==> src/rtl/fir_pkg.sv <==
// Shared definitions for the serial FIR filter: FSM state encoding and width helpers.
// Latency: n/a (package only).
// Backpressure: n/a (package only).
package fir_pkg;

    typedef enum logic {
        ST_IDLE = 1'b0,
        ST_MAC  = 1'b1
    } fir_state_t;

    // Ceiling log2. Returns 0 for v <= 1.
    function automatic int clog2(input int v);
        int r;
        r = 0;
        while ((1 << r) < v) begin
            r = r + 1;
        end
        return r;
    endfunction

    // Accumulator width that can hold TAPS full-scale products without overflow.
    function automatic int acc_width(input int data_w, input int coef_w, input int taps);
        return data_w + coef_w + clog2(taps);
    endfunction

endpackage

==> src/rtl/fir_mac.sv <==
// Registered unsigned multiply-accumulate: acc <= clr ? 0 : (en ? acc + a*b : acc).
// Latency: sum is combinational from acc/a/b; acc updates on the next clk edge.
// Backpressure: none; the caller controls progress through clr/en.
// Ports: clk, rst_n (sync active-low), clr, en, a (A_W), b (B_W), sum (acc + a*b, ACC_W).
module fir_mac
    import fir_pkg::*;
#(
    parameter int TAPS  = 3,
    parameter int A_W   = 8,
    parameter int B_W   = 8,
    parameter int ACC_W = acc_width(A_W, B_W, TAPS)
) (
    input  logic             clk,
    input  logic             rst_n,
    input  logic             clr,
    input  logic             en,
    input  logic [A_W-1:0]   a,
    input  logic [B_W-1:0]   b,
    output logic [ACC_W-1:0] sum
);

    logic [ACC_W-1:0] acc;
    logic [ACC_W-1:0] prod;

    assign prod = ACC_W'(a) * ACC_W'(b);
    assign sum  = acc + prod;

    always_ff @(posedge clk) begin
        if (!rst_n) begin
            acc <= '0;
        end else if (clr) begin
            acc <= '0;
        end else if (en) begin
            acc <= sum;
        end
    end

endmodule

==> src/rtl/fir_ntap_serial.sv <==
// N-tap unsigned FIR with one shared MAC, runtime-loadable coefficients; FIR_SAT_EN selects saturating output.
// Latency: sample accepted at edge e0, yout/out_valid update at edge e(TAPS); one sample per TAPS+1 clocks.
// Backpressure: in_ready is high only in IDLE; the source holds xin/in_valid until accepted.
// Ports: clk, rst_n (sync active-low), in_valid/in_ready/xin sample input,
//        coef_we/coef_addr/coef_wdata coefficient write (IDLE only), yout/out_valid result strobe.
module fir_ntap_serial
    import fir_pkg::*;
#(
    parameter int TAPS   = 3,
    parameter int DATA_W = 8,
    parameter int COEF_W = 8,
    parameter int OUT_W  = 16
) (
    input  logic                   clk,
    input  logic                   rst_n,
    input  logic                   in_valid,
    output logic                   in_ready,
    input  logic [DATA_W-1:0]      xin,
    input  logic                   coef_we,
    input  logic [clog2(TAPS)-1:0] coef_addr,
    input  logic [COEF_W-1:0]      coef_wdata,
    output logic [OUT_W-1:0]       yout,
    output logic                   out_valid
);

    localparam int ADDR_W = clog2(TAPS);
    localparam int ACC_W  = acc_width(DATA_W, COEF_W, TAPS);

    localparam logic [ADDR_W:0]   TAPS_L = (ADDR_W + 1)'(TAPS);
    localparam logic [ADDR_W-1:0] K_LAST = ADDR_W'(TAPS - 1);

    fir_state_t        state;
    logic [ADDR_W-1:0] k;
    logic [DATA_W-1:0] xd [TAPS];
    logic [COEF_W-1:0] h  [TAPS];

    logic              accept;
    logic              coef_ok;
    logic [DATA_W-1:0] x_sel;
    logic [COEF_W-1:0] h_sel;
    logic [ACC_W-1:0]  mac_sum;
    logic [OUT_W-1:0]  y_next;

    assign in_ready = (state == ST_IDLE);
    assign accept   = in_valid && in_ready;
    // Writes during MAC would corrupt the running sum, and out-of-range
    // addresses exist whenever TAPS is not a power of two.
    assign coef_ok  = coef_we && (state == ST_IDLE) && ({1'b0, coef_addr} < TAPS_L);

    assign x_sel = xd[k];
    assign h_sel = h[k];

    // The accumulator is cleared on the accept edge, so MAC cycle k adds h[k]*x[k]
    // and the last product is folded in combinationally via mac_sum.
    fir_mac #(
        .TAPS  (TAPS),
        .A_W   (DATA_W),
        .B_W   (COEF_W),
        .ACC_W (ACC_W)
    ) u_mac (
        .clk   (clk),
        .rst_n (rst_n),
        .clr   (accept),
        .en    (state == ST_MAC),
        .a     (x_sel),
        .b     (h_sel),
        .sum   (mac_sum)
    );

    generate
        if (OUT_W >= ACC_W) begin : g_ext
            assign y_next = OUT_W'(mac_sum);
        end else begin : g_narrow
`ifdef FIR_SAT_EN
            assign y_next = (|mac_sum[ACC_W-1:OUT_W]) ? {OUT_W{1'b1}} : mac_sum[OUT_W-1:0];
`else
            assign y_next = OUT_W'(mac_sum);
`endif
        end
    endgenerate

    always_ff @(posedge clk) begin
        if (!rst_n) begin
            state     <= ST_IDLE;
            k         <= '0;
            yout      <= '0;
            out_valid <= 1'b0;
            for (int i = 0; i < TAPS; i++) begin
                xd[i] <= '0;
                h[i]  <= '0;
            end
        end else begin
            out_valid <= 1'b0;

            if (coef_ok) begin
                h[coef_addr] <= coef_wdata;
            end

            case (state)
                ST_IDLE: begin
                    if (accept) begin
                        for (int i = TAPS - 1; i > 0; i--) begin
                            xd[i] <= xd[i-1];
                        end
                        xd[0] <= xin;
                        k     <= '0;
                        state <= ST_MAC;
                    end
                end
                default: begin
                    if (k == K_LAST) begin
                        yout      <= y_next;
                        out_valid <= 1'b1;
                        k         <= '0;
                        state     <= ST_IDLE;
                    end else begin
                        k <= k + 1'b1;
                    end
                end
            endcase
        end
    end

endmodule

==> config.mk <==
export PLATFORM = sky130hd
export DESIGN_NAME = fir_ntap_serial
export DESIGN_NICKNAME = d
export VERILOG_FILES = /design/src/rtl/fir_pkg.sv /design/src/rtl/fir_mac.sv /design/src/rtl/fir_ntap_serial.sv
export SDC_FILE = /design/constraint.sdc
export NUM_CORES = 1
export LEC_CHECK = 0
export ABC_AREA = 1
export BUFFER_PORTS_ARGS = -buffer_cell sky130_fd_sc_hd__buf_2
export CAP_MARGIN = 20
export CORE_MARGIN = 10
export CORE_UTILIZATION = 62
export DETAILED_ROUTE_END_ITERATION = 10
export PLACE_DENSITY = 0.87
export SETUP_SLACK_MARGIN = 0.02
export SLEW_MARGIN = 25
export SYNTH_ARGS = -nofsm -noshare
export SYNTH_HDL_FRONTEND = slang
export SYNTH_SLANG_ARGS = --single-unit
==> constraint.sdc <==
create_clock -name clk -period 5.34 [get_ports clk]
set_clock_uncertainty 0.1 [all_clocks]
set_input_delay 0.267 -clock clk [delete_from_list [all_inputs] [get_ports clk]]
set_output_delay 0.267 -clock clk [all_outputs]
set_load 0.01 [all_outputs]
# [After elaboration in Yosys (flattened, before gate mapping)]
# Memory sizes are Yosys's and may differ from the RTL's. A register that Yosys moved wholly into a read port is not among the register bits.
# Index checks and enable logic that the tools add are counted.
[totals] ff_bits=38 latchBits=0 ramBits=48 romBits=0 input_bits=22 out_inout_bits=18 word_cells=49 memories=2
[op_classes] addsub=2 mul=1 div=0 magnitude_cmp=1 n_eq_ne=1 shifts=0 muxes=24 bitwise=5 n_reduce_logical=8
[mem_list] memory="h" depth=3 word_bits=8 rd=1 rd_clocked_by_memory_dff=1 write_ports=3 line_no="fir_ntap_serial.sv:35" rtl="logic [COEF_W-1:0] h [TAPS];"
[mem_list] memory="xd" depth=3 word_bits=8 rd=3 rd_clocked_by_memory_dff=1 write_ports=3 line_no="fir_ntap_serial.sv:34" rtl="logic [DATA_W-1:0] xd [TAPS];"
[op_table] op="$mux 8" n=4
[op_table] op="$add 18x16->18" n=1
[op_table] op="$mul 8x8->16" n=1
[op_table] op="$mux 2" n=8
[op_table] op="$mux 1" n=12
[op_table] op="$reduce_or 8->1" n=1
[op_table] op="$reduce_and 2->1" n=2
[op_table] op="$logic_and 1x1->1" n=3
[op_table] op="$or 1x1->1" n=3
[op_table] op="$add 2x1->2 const B" n=1
[op_table] op="$eq 2x2->1 const B" n=1
[op_table] op="$lt 2x2->1 const B" n=1
[op_table] op="$not 1->1" n=2
[op_table] op="$reduce_bool 2->1" n=1
[op_table] op="$reduce_or 2->1" n=1

# [Logic depth before layout (Yosys ltp)]
[depth] depth_word=8 ltp_mapped=26 mapped_depth_nobuf=26

# [By module]
# From an unflattened synthesis, not the netlist that was laid out.
[hier_totals] hier_cells=925 area_unflattened_um2=7139.3
[modules_own_cells] mod="fir_mac" instances=1 cells_per_inst=539 area_each_um2=3623.5 seq_area_each_um2=360.3
[modules_own_cells] mod="fir_ntap_serial" instances=1 cells_per_inst=386 area_each_um2=3515.9 seq_area_each_um2=2122.0

# [Least setup slack after synthesis]
# Ideal clock, no wire load.
[synth_timing] path_kind="register -> register" start="register (tool-made name)" end="register u_mac.acc[11]" setup_time_ps=109 t_arrival_ps=4215 required_ps=5131 slack_ps=916 stages_incl_launch_ff=22 path_buffers=1 synth_period_minus_slack_ps=4424 path_cell_list="dfxtp_1 > inv_2 > buf_12 > nand2_1 > a21oi_2 > nand2_1 > fa_1 > inv_1 > fa_1 > fa_1 > inv_1 > fa_1 > inv_1 > ha_1 > nand2_1 > inv_1 > a21oi_1 > nand2_1 > xnor2_1 > nand2_1 > nand2_1 > inv_1"
[synth_lines] item="to (signal assigned)" line_no="fir_mac.sv:34" rtl="acc <= sum;"
[synth_lines] item="to (decl)" line_no="fir_mac.sv:22" rtl="logic [ACC_W-1:0] acc;"

==> results by group <==
Die
  • Die X: 124 um
  • Initial Util: 64.2%
  • Core area: 10400 um^2
  • Ports: 40
  • Die Area: 15300 um^2
  • Die height: 124 um
  • Site Rows: 37

Route
  • Met3 Wirelength: 927 um
  • Final wirelength: 14800 um
  • Via/cell ratio: 5.23
  • Top layer in use: met4
  • Wire length per cell: 15.3 um
  • Post-route DRC: 0
  • Violation count after the first detailed-routing iteration: 525
  • Vias: 5049
  • Post-route ant nets: 0
  • M1 WL: 5970 um
  • Drt first pass iters: 5
  • Met2 wire length: 7380 um

STA
  • Final worst path period share: 93.7%
  • Rel. slew slack: 32.7%
  • Final Hold Vio Count: 0
  • RSZ-0062 raised after global routing: false
  • Fin crit period: 5000 ps
  • Fmax: 200 MHz
  • Final setup TNS: 0 ps
  • # setup viols final: 0
  • Slew Viols, Final: 0
  • Worst-margin pin slew: 1010 ps

Final layout
  • Layout Nets: 932
  • Area Overhead vs Synth: 8.37%
  • Commonest cells after routing, fill and taps aside: inv_1, nand2_1, nor2_1, edfxtp_1, fa_1
  • Number of diodes: 0
  • Layout cells sized above 1: 12.9%
  • Design area: 7210 um^2
  • Layout Cells excl Fill: 966
  • Commonest non-fill, non-tap cell in the layout: inv_1
  • Fillers: 782

Job
  • Max-cap violation count: 0

Global route
  • First-pass GRT wire length: 24100 um
  • Largest net degree at the start of global routing: 38
  • Initial antenna violation count: 0
  • Overall Global Routing Usage: 20.1%
  • Vias in the first global route: 5084
  • GR Overflow Total: 0

Place
  • Hpwl dp: 11400 um
  • Post-DP Area: 6930 um^2
  • Gpl congestion: 1.00
  • Placed insts: 942
  • Port bufs: 39

Setup path
  • Critical path, cell by cell: buf_6 -> nand2_1 -> a32oi_4 -> nand2_1 -> fa_1 -> inv_1 -> fa_1 -> ha_1 -> inv_1 -> fa_1 -> inv_1 -> ha_1 -> nand3_1 -> nand3_1 -> xor2_1 -> nand2_1 -> o211ai_1 -> inv_1
  • Critical path's most frequent cell: inv_1
  • Worst path max stage delay: 550 ps
  • Critical Path AT: 5170 ps
  • CP max FO: 31
  • Slowest CP cell: fa_1
  • Startpoint Class: flop
  • CP endpoint kind: flop
  • Crit Path Class: flop to flop
  • WP data required: 5510 ps

Yosys
  • Adder-cell area share of the yosys netlist: 21.6%
  • Syn Area/Cell: 8.59 um^2
  • Xor and xnor area share after synthesis: 1.18%
  • Cell taking the most area after synthesis: edfxtp_1
  • Post-synthesis mux area share: 0%
  • Largest family of logic cells by synthesized area: adder cells
  • Post-Syn Instances: 775
  • Post-synth EDFFs: 56
  • Mapped Area: 6660 um^2
  • Post-synth cell types: 35
  • Synth warnings: 0
  • Post-synth top flop: edfxtp_1
  • Area contributors post-synth: edfxtp_1, fa_1, dfxtp_1, inv_1, nand2_1
  • Post-Synth Simple-Gate Area: 19.0%
  • Compound-gate portion of the synthesized area: 8.74%
  • Register bit total from synthesis: 94
  • Ys async rst share: 0%
  • Post-synthesis sequential area ratio: 36.7%
  • Top-area cell type share of the netlist area: 25.3%

Power
  • Sequential Power Share: 32.8%
  • LEAKAGE: 3.62 nW
  • Power per Cell Area: 357 nW/um^2
  • NetSw: 0.00112 W
  • Switch share: 43.7%
  • Logic pwr share: 49.1%
  • Int Power: 0.00145 W
  • Clock power share: 18.1%
  • Max rail drop VDD: 0.000246 V

Clock network
  • Root buffer cell: clkbuf_8
  • CTS H-tree depth: 3
  • Setup Fix Bufs, Post-CTS: 0
  • Cts bufs inserted: 9
  • Clk sinks: 94
  • Clock latency on the worst-skew pair: 370 ps
  • CTS tree: done
  • Max clock buf depth: 2
  • CTS clk-pin slew, worst paths: 100 ps

Worst hold path
  • Hold Crit Class: input port to flop

Run status
  • Status: complete, no violations
-- per-stage QoR --
step | util, % | power [W] | worst slack, ps | hold WS [ps]
after global placement | 66.8 | 0.00206 | 347 | 333
after detailed placement | 66.8 | 0.00209 | 258 | 339
after CTS | 69.4 | 0.00256 | 215 | 90.1
final | 69.5 | 0.00257 | 336 | 93.5
after global routing | 69.5 | 0.00279 | 40.0 | 96.1
after floorplan | - | 0.00180 | 916 | 266
-- final cells by class --
class | instances | area, um^2 | share of cell area (%)
sequential | 94 | 2440 | 33.9
tap | 136 | 170 | 2.36
multi-input combinational | 481 | 3400 | 47.1
clock inverter | 5 | 40.0 | 0.555
clock buffer | 11 | 153 | 2.12
timing repair buffer | 49 | 294 | 4.08
inverter | 190 | 716 | 9.92
-- power groups by stage --
stage	Sequential, W	Combinational, W	Clock (W)
5_1_grt	0.000848	0.00145	0.000490
6_report	0.000844	0.00126	0.000466
3_3_place_gp	0.000859	0.00120	0
3_5_place_dp	0.000860	0.00123	0
2_1_floorplan	0.000848	0.000948	0
4_1_cts	0.000844	0.00125	0.000466
-- critical path: cells and delay by family (launching register included) --
family                     cells  cell delay (ps)
adders and majority gates      5             2280
DFF                            1              400
AOI/OAI and AO/OA              2              510
xor gates and xnor gates       1              390
and+or+nand+nor                5              720
buffers and inverters          5              500
-- final timing paths --
kind           start  depth (start not counted)      endpoint  slack (ps)
min reg2reg  yout[8]                          2       yout[8]         360
max reg2reg     flop                         18  u_mac.acc[6]         340
min           xin[2]                          3      xd[0][2]          90
max             flop                         18  u_mac.acc[6]         340
-- repair_timing --
item / 4_1_cts / 5_1_grt
setup endpoints to repair: 0 / 9
hold buffers: 8 / 0
resized for setup: 0 / 3
endpoints found under the hold margin: 8 / 0
-- registers in the layout (all words and copies together) (netlist names), named ones only --
| name | flops |
|---|---|
| yout | 16 |
| out_valid | 1 |
| xd | 24 |
| h | 32 |
| u_mac.acc | 16 |
| k | 2 |
| state | 1 |
-- routing by layer --
layer	vias up	GRT usage, %
met4	0	7.93
met2	169	35.3
met1	2389	23.6
met3	38	4.16
met5	-	0
li1	2453	-
-- kinds of logic (layout without fill, tap and decap cells) --
group                      Yosys count  in the layout
AOI/OAI and AO/OA                   68             68
xor gates and xnor gates             9              9
adders and majority gates           85             85
buffers and inverters              207            255
DFF                                 94             94
other                                1              8
and+or+nand+nor                    311            311
-- synthesized netlist by cell type, drive strengths merged (2+ instances only) --
cell type	number
buf	16
a22o	5
nor3	2
nor2	112
nand3	20
o211ai	10
nand2	173
fa	50
ha	35
nand4	3
dfxtp	38
a21oi	26
xor2	4
a32oi	8
edfxtp	56
inv	190
o21ai	18
xnor2	5
No activity file was read; power rests on OpenSTA's default activity.
